==> config.mk <==
export PLATFORM = sky130hd
export DESIGN_NAME = if_fetch
export DESIGN_NICKNAME = d
export VERILOG_FILES = /design/src/rtl/if_fetch_pkg.sv /design/src/rtl/if_fetch.sv
export SDC_FILE = /design/constraint.sdc
export NUM_CORES = 1
export LEC_CHECK = 0
export ABC_CLOCK_PERIOD_IN_PS = 7100
export BUFFER_PORTS_ARGS = -buffer_cell sky130_fd_sc_hd__buf_2
export CORE_MARGIN = 2
export CORE_UTILIZATION = 43
export DETAILED_ROUTE_END_ITERATION = 8
export PLACE_DENSITY = 0.72
export SLEW_MARGIN = 5
export SYNTH_ARGS = -nofsm -noshare
export SYNTH_HDL_FRONTEND = slang
export SYNTH_SLANG_ARGS = --single-unit
==> constraint.sdc <==
create_clock -name CLK -period 7.1 [get_ports CLK]
set_input_delay 1.42 -clock CLK [delete_from_list [all_inputs] [get_ports CLK]]
set_output_delay 1.42 -clock CLK [all_outputs]
set_load 0.03 [all_outputs]
==> src/rtl/if_fetch_pkg.sv <==
// Shared constants and types for the instruction-fetch stage: widths, bubble
// instruction, FSM encodings and stall-vector bit positions.
package if_fetch_pkg;

    localparam int DATA_WIDTH = 32;

    localparam logic [DATA_WIDTH-1:0] NOP_INST_DEFAULT = 32'h0000_0013;

    localparam logic [1:0] IF_REQ  = 2'd0;
    localparam logic [1:0] IF_WAIT = 2'd1;
    localparam logic [1:0] IF_DONE = 2'd2;

    localparam int STALL_PC = 0;
    localparam int STALL_IF = 1;
    localparam int STALL_ID = 2;

endpackage

==> src/rtl/if_fetch.sv <==
// Instruction-fetch stage: one outstanding imem request, response buffer,
// wrong-path kill on decode redirect, and the IF/ID pipeline register.
module if_fetch
    import if_fetch_pkg::*;
#(
    parameter logic [DATA_WIDTH-1:0] NOP_INST = NOP_INST_DEFAULT
) (
    input  logic                  CLK,
    input  logic                  RST,
    input  logic [5:0]            stall,
    input  logic                  branch_flag,
    input  logic [DATA_WIDTH-1:0] pc_i,
    output logic                  imem_req,
    output logic [DATA_WIDTH-1:0] imem_addr,
    input  logic                  imem_req_ready,
    input  logic                  imem_resp_valid,
    input  logic [DATA_WIDTH-1:0] imem_resp_data,
    output logic                  stallreq_if,
    output logic [DATA_WIDTH-1:0] id_pc,
    output logic [DATA_WIDTH-1:0] id_inst,
    output logic                  id_valid
);

    logic [1:0]            r_state;
    logic                  r_kill;
    logic [DATA_WIDTH-1:0] r_req_pc;
    logic [DATA_WIDTH-1:0] r_buf_pc;
    logic [DATA_WIDTH-1:0] r_buf_inst;
    logic [DATA_WIDTH-1:0] r_id_pc;
    logic [DATA_WIDTH-1:0] r_id_inst;
    logic                  r_id_valid;

    logic w_load_id;
    logic w_unused;

    assign imem_req    = (r_state == IF_REQ);
    assign imem_addr   = pc_i;
    assign stallreq_if = (r_state != IF_DONE);

    // Only a buffered, non-redirected instruction released by the IF stall bit enters ID.
    assign w_load_id = (r_state == IF_DONE) && !branch_flag && !stall[STALL_IF];

    assign w_unused = ^stall[5:3];

    always_ff @(posedge CLK or posedge RST) begin
        if (RST) begin
            r_state    <= IF_REQ;
            r_kill     <= 1'b0;
            r_req_pc   <= '0;
            r_buf_pc   <= '0;
            r_buf_inst <= NOP_INST;
        end else begin
            case (r_state)
                IF_REQ: begin
                    if (imem_req_ready) begin
                        r_req_pc <= pc_i;
                        r_kill   <= branch_flag;
                        r_state  <= IF_WAIT;
                    end
                end
                IF_WAIT: begin
                    if (imem_resp_valid) begin
                        if (r_kill || branch_flag) begin
                            r_kill  <= 1'b0;
                            r_state <= IF_REQ;
                        end else begin
                            r_buf_inst <= imem_resp_data;
                            r_buf_pc   <= r_req_pc;
                            r_state    <= IF_DONE;
                        end
                    end else if (branch_flag) begin
                        r_kill <= 1'b1;
                    end
                end
                IF_DONE: begin
                    if (branch_flag || !stall[STALL_IF]) begin
                        r_state <= IF_REQ;
                    end
                end
                default: r_state <= IF_REQ;
            endcase
        end
    end

    // IF/ID register: load, bubble while ID is free, otherwise hold.
    always_ff @(posedge CLK or posedge RST) begin
        if (RST) begin
            r_id_pc    <= '0;
            r_id_inst  <= NOP_INST;
            r_id_valid <= 1'b0;
        end else if (w_load_id) begin
            r_id_pc    <= r_buf_pc;
            r_id_inst  <= r_buf_inst;
            r_id_valid <= 1'b1;
        end else if (!stall[STALL_ID]) begin
            r_id_inst  <= NOP_INST;
            r_id_valid <= 1'b0;
        end
    end

    assign id_pc    = r_id_pc;
    assign id_inst  = r_id_inst;
    assign id_valid = r_id_valid;

    a_resp_in_wait: assert property (@(posedge CLK) disable iff (RST)
        imem_resp_valid |-> (r_state == IF_WAIT));
    a_branch_no_pc_stall: assert property (@(posedge CLK) disable iff (RST)
        branch_flag |-> !stall[STALL_PC]);
    a_bubble_is_nop: assert property (@(posedge CLK) disable iff (RST)
        !id_valid |-> (id_inst == NOP_INST));

endmodule
==> results of run 1 <==
## cell usage after synthesis
library cell | instances | area share [%]
nor2b_1 | 2 | 0.19
nand2b_1 | 1 | 0.097
dfstp_2 | 6 | 2.4
nand2_1 | 59 | 3.4
or3_1 | 1 | 0.097
mux2_2 | 128 | 22
buf_4 | 32 | 3.7
inv_1 | 6 | 0.35
nor3b_1 | 3 | 0.35
o31ai_1 | 1 | 0.12
nor4b_2 | 1 | 0.23
nor2_1 | 3 | 0.17
clkbuf_1 | 6 | 0.35
buf_2 | 11 | 0.85
o22ai_1 | 1 | 0.097
o21ai_0 | 30 | 2.3
dfrtp_1 | 158 | 61
a21o_1 | 1 | 0.12
buf_6 | 6 | 1.0
a21oi_1 | 5 | 0.39
nand3b_1 | 1 | 0.12
## registers in the layout (all words and copies together) (netlist names)
| signal | cells |
|---|---|
| id_inst | 32 |
| id_pc | 32 |
| id_valid | 1 |
| r_buf_inst | 32 |
| r_buf_pc | 32 |
| r_kill | 1 |
| r_req_pc | 32 |
| r_state | 2 |
## power groups by stage
stage | combinational (W) | sequential, W | clock [W]
after global placement | 0.000755 | 0.00144 | 0
after floorplan | 0.000423 | 0.00161 | 0
after detailed placement | 0.000781 | 0.00147 | 0
after CTS | 0.000785 | 0.00146 | 0.000918
final | 0.000770 | 0.00145 | 0.000894
after global routing | 0.000829 | 0.00150 | 0.000950
## layer usage
| metal | global-route usage, % | vias to the layer above |
|---|---|---|
| li1 | - | 1808 |
| met1 | 20.3 | 2001 |
| met2 | 26.0 | 131 |
| met3 | 5.40 | 13 |
| met4 | 5.37 | 0 |
| met5 | 0 | - |
## cell usage in the layout, fill, tap and decap left out
cell type / n
bufinv_16: 2
clkbuf_16: 17
nor2_1: 2
nand2_1: 59
buf_2: 169
inv_1: 5
clkinvlp_4: 2
nand2b_1: 1
inv_6: 3
dfrtp_1: 158
clkinv_2: 5
nor2_4: 1
diode_2: 2
nor4b_4: 1
buf_4: 4
a21o_1: 1
dfstp_2: 6
clkbuf_8: 1
inv_8: 1
nand3b_1: 1
o31ai_1: 1
a21oi_1: 5
nor2b_1: 2
o22ai_1: 1
mux2_2: 128
or3_2: 1
nor3b_1: 3
o21ai_0: 30
clkbuf_1: 2
## layout make-up
class,count,area share [%]
flip-flops and latches,164,52.8
multi-input cells,237,25.2
repair buffers,173,11.3
clock buffers,20,5.74
well taps,184,2.96
clock inverters,12,1.66
inverters,6,0.354
diodes,2,0.0643
## kinds of logic (layout without fill, tap and decap cells)
| family | Yosys count | in the layout | synth area share [%] |
|---|---|---|---|
| buffers and inverters | 61 | 211 | 6.31 |
| muxes | 128 | 128 | 22.3 |
| other | 0 | 2 | 0 |
| AOI/OAI and AO/OA | 38 | 38 | 3.04 |
| and+or+nand+nor | 71 | 71 | 4.69 |
| DFF | 164 | 164 | 63.6 |
## worst paths after layout
kind                                  endpoint  slack [ps]
worst min-delay path                id_inst[0]         460
worst min register to register      id_inst[0]         460
max in group asynchronous            id_pc[23]        4510
worst max-delay path             imem_addr[30]        3970
min in group asynchronous             id_pc[0]        1170
worst max register to register  r_buf_inst[15]        4680
## stage by stage
stage	total power [W]	instances	utilization [%]	hold slack (ps)
3_5_place_dp	0.00225	764	49.4	451
3_3_place_gp	0.00220	764	49.4	453
5_1_grt	0.00328	797	53.3	468
6_report	0.00312	798	53.4	462
4_1_cts	0.00316	796	53.3	461
2_1_floorplan	0.00203	462	-	439
==> out/results.ini, run 1 <==
[synth]
synth.avg_cell_area_um2=14.0
synth-seq-cells=164
synthCells=462
yosysSeqAreaShare_pct=63.6
synth_area_mm2=0.00646
yosys_warnings=0
syn_nets=537
ys_types=21

[cts]
root_buffer=clkbuf_16
post_cts_buffers=0
cts_tree=done
cts.sinks=164
cts_hold_buf=0
clkLatencyLatePin_ps=410
cts_buffer_depth=2
numCtsBuffers=17
cts.repair.resized=0
cts.clk_slew.worst_paths_ps=60
h-tree-depth=4

[die]
die_x_um=127
start_util_pct=44.3
die_y_um=127
dieArea_mm2=0.0160
pin_count=174
fp-row-count=44
core_area_mm2=0.0146

[layout]
num-nets-final=674
syn2layout_area_growth_pct=20.5
final_area_mm2=0.00778
drive_gt1_share_pct=55.7
multi_input_area_mm2=0.00196
fillers=1231
seqCellArea_mm2=0.00411

[drt]
met1_length_mm=5.49
drc=0
ant_nets=0
wl_per_cell_um=15.7
wl_met2_mm=6.03
vias_per_cell=4.95
wl_met3_um=835
drt-initial-drc-count=212
num_vias=3953
dr.pass1.iters=4
drt-total-wl_mm=12.5
top_layer=met4

[grt]
antenna_found_initial=2
grt_pass1_wl_mm=20.1
grt_overflow=0
grt_max_degree=97
grt_usage_pct=16.0
first_global_vias=3974

[sta]
relSlewSlack_pct=32.2
hold_viol=0
worstMarginPinSlew_ps=1010
worst_slack_ps=3970
rsz0062_at_grt=false
finClkSkew_ps=7.67
final.period_utilization_pct=44.1
maxSlewViolCount=0
period_minus_slack_ps=3130
setup_tns_ps=0
setup_viol=0
fmax_ghz=0.320

[place]
dpl_cell_area_mm2=0.00720
routabilityCongestion=0.757
place_ws_ps=3700
hpwlAfterDp_mm=8.14
io_buffers=169

[power_and_ir_drop]
swShare_pct=30.2
power.density_mw_per_mm2=401
peakVddDrop_mv=0.204
switchingPower_w=0.000942
leakage_nw=3.82
clkPwrFrac_pct=28.7
internal-power_w=0.00218
seqPwrFrac_pct=46.6
comb_power_share_pct=24.7

[worst_hold_path]
hold_depth=2
holdCritStartpoint=r_buf_inst[0]
min_path_type=flop to flop

[run]
cap_violations=0

[critical_path]
critPathMaxFanout=2
crit_buf_inv=2
path_cells=buf_2 -> buf_2
worst-setup-path-type=primary input to primary output
critical_path_required_ps=5680
reg2reg_from=r_state[0]
critPathArrivalTime_ps=1710
cp-start-kind=primary input
ff2ff_path_depth=4
max_stage_delay_ps=190
cp.depth=2
cp_common_cell=buf_2
cp-startpoint=pc_i[30]
cp_slowest_cell=buf_2
path_delay_family=buffers and inverters
cp-end-kind=primary output

[run_status]
status=complete, no violations

(Power assumes the default switching activity.)
==> run 2, diff against run 1 <==
--- a/config.mk
+++ b/config.mk
@@ -5,7 +5,7 @@
 export SDC_FILE = /design/constraint.sdc
 export NUM_CORES = 1
 export LEC_CHECK = 0
-export ABC_CLOCK_PERIOD_IN_PS = 7100
+export ABC_CLOCK_PERIOD_IN_PS = 3130
 export BUFFER_PORTS_ARGS = -buffer_cell sky130_fd_sc_hd__buf_2
 export CORE_MARGIN = 2
 export CORE_UTILIZATION = 43
==> constraint.sdc (replaced) <==
create_clock -name CLK -period 3.13 [get_ports CLK]
set_input_delay 0.626 -clock CLK [delete_from_list [all_inputs] [get_ports CLK]]
set_output_delay 0.626 -clock CLK [all_outputs]
set_load 0.03 [all_outputs]
==> out/results.ini, run 2 (synthesis results as in run 1) <==
[critical_path]
rrSetupSlack_ps=950  ; -3730 ps
cp-start-kind=flop
worst-setup-path-type=flop to flop
critPathMaxFanout=42  ; +40
cp-end-kind=flop
critPathArrivalTime_ps=2470  ; +760 ps
critical_path_required_ps=3420  ; -2260 ps

[cts]
cts.sinks=164  ; unchanged
cts.clk_slew.worst_paths_ps=60  ; about the same
cts_buffer_depth=2  ; unchanged
cts.repair.resized=0  ; unchanged
cts_tree=done
cts_hold_buf=0  ; unchanged
clkLatencyLatePin_ps=420  ; about the same
root_buffer=clkbuf_16
numCtsBuffers=17  ; unchanged
post_cts_buffers=0  ; unchanged
h-tree-depth=4  ; unchanged

[sta]
period_minus_slack_ps=2180
finClkSkew_ps=5.30  ; -2.37 ps
fmax_ghz=0.458
relSlewSlack_pct=57.6  ; +25 points
setup_viol=0  ; unchanged
rsz0062_at_grt=false
hold_viol=0  ; unchanged
setup_tns_ps=0  ; unchanged
worstMarginPinSlew_ps=636  ; -378 ps
maxSlewViolCount=0  ; unchanged
final.period_utilization_pct=69.7

[drt]
drc=0  ; unchanged
drt-initial-drc-count=180  ; -15%
drt-total-wl_mm=12.3  ; -1.4%
dr.pass1.iters=4  ; unchanged
ant_nets=0  ; unchanged
wl_per_cell_um=15.5  ; -1.4%
vias_per_cell=4.96  ; +0.10%
num_vias=3957  ; +0.10%

[power_and_ir_drop]
switchingPower_w=0.00213  ; +130%
peakVddDrop_mv=0.471  ; +130%
swShare_pct=29.7  ; -0.51 points
internal-power_w=0.00503  ; +130%
power_w=0.00716  ; +130%
leakage_nw=3.85  ; +0.82%
clkPwrFrac_pct=29.3  ; +0.6 points
power.density_mw_per_mm2=909  ; +130%
comb_power_share_pct=24.6  ; about the same
seqPwrFrac_pct=46.1  ; -0.5 points

[grt]
grt_overflow=0  ; unchanged
grt_usage_pct=16.0  ; -0.052 points
grt_pass1_wl_mm=20.1  ; about the same
antenna_found_initial=0  ; -2
first_global_vias=4059  ; +2.1%
grt_max_degree=102  ; +5.2%

[worst_hold_path]
min_path_type=primary input to async pin

[die]
fp-row-count=44  ; unchanged
pin_count=174  ; unchanged
die_y_um=127  ; unchanged
start_util_pct=44.3  ; unchanged
dieArea_mm2=0.0160  ; unchanged
core_area_mm2=0.0146  ; unchanged
die_x_um=127  ; unchanged

[place]
io_buffers=169  ; unchanged
routabilityCongestion=0.735  ; -2.9%
dp_cells=766  ; +0.26%
hpwlAfterDp_mm=8.13  ; about the same

[layout]
final_common_cell=buf_2
drive_gt1_share_pct=55.9  ; +0.14 points
fin_cells=798  ; unchanged
antenna_cells=0  ; -2
layout_common_cells=buf_2, dfrtp_1, mux2_2
syn2layout_area_growth_pct=21.8
num-nets-final=676  ; +0.30%

[run_status]
status=complete, no violations

[run]
cap_violations=0  ; unchanged

[run 2: cell count changes in the layout (fill, tap and decap cells not counted), sizes merged]
| cell | previous run | this run |
|---|---|---|
| clkinvlp | 2 | 3 |
| buf | 173 | 175 |
| bufinv | 2 | 3 |
| clkinv | 5 | 6 |
| diode | 2 | 0 |
| inv | 9 | 6 |
[run 2: power by group through the flow]
stage	Clock, W	Sequential, W	Combinational, W
2_1_floorplan	0	0.00364	0.000959
3_3_place_gp	0	0.00328	0.00172
3_5_place_dp	0	0.00334	0.00179
4_1_cts	0.00215	0.00331	0.00179
5_1_grt	0.00224	0.00341	0.00190
6_report	0.00210	0.00330	0.00176
[run 2: critical path, stage by stage, from the launching register on]
cell and delay (ps):
dfrtp_1 450, nand3b_1 210, or3_2 740, buf_12 310, mux2_2 310
[run 2: layer usage]
layer,wire length [µm],global-route usage [%],share of wire [%]
met1,5500,20.7,45
met2,5890,25.4,48
met3,809,5.65,6.6
met4,137,4.65,1.1
met5,0,0,0
[run 2: final cells by class]
cell class | instances | area [µm²]
Clock inverter | 12 | 155
Tap cell | 184 | 230
Sequential cell | 164 | 4110
Clock buffer | 20 | 447
Multi-Input combinational cell | 237 | 1960
Timing Repair Buffer | 175 | 941
Inverter | 6 | 26.3
Fill cell | 1256 | 6720
[run 2: path summary, 6_finish.rpt]
path / cells past startpoint / from / end
setup / recovery: 4 / r_state[1] / r_buf_pc[0]
hold / removal: 3 / RST / r_req_pc[19]
setup reg to reg: 4 / r_state[1] / r_buf_pc[0]
hold reg to reg: 2 / r_buf_inst[0] / id_inst[0]
max in group asynchronous: 3 / RST / r_buf_inst[1]
min in group CLK: 2 / imem_resp_data[22] / r_buf_inst[22]
[run 2: stage by stage]
| stage | cell area (µm²) | worst slack (ps) | hold slack, ps | util, % |
|---|---|---|---|---|
| detailed placement | 7270 | 784 | 459 | 49.8 |
| finish | 7870 | 948 | 318 | 53.9 |
| global placement | 7270 | 799 | 452 | 49.8 |
| floorplan | 6460 | 424 | 439 | - |
| global route | 7870 | 867 | 335 | 53.9 |
| CTS | 7870 | 952 | 328 | 53.9 |
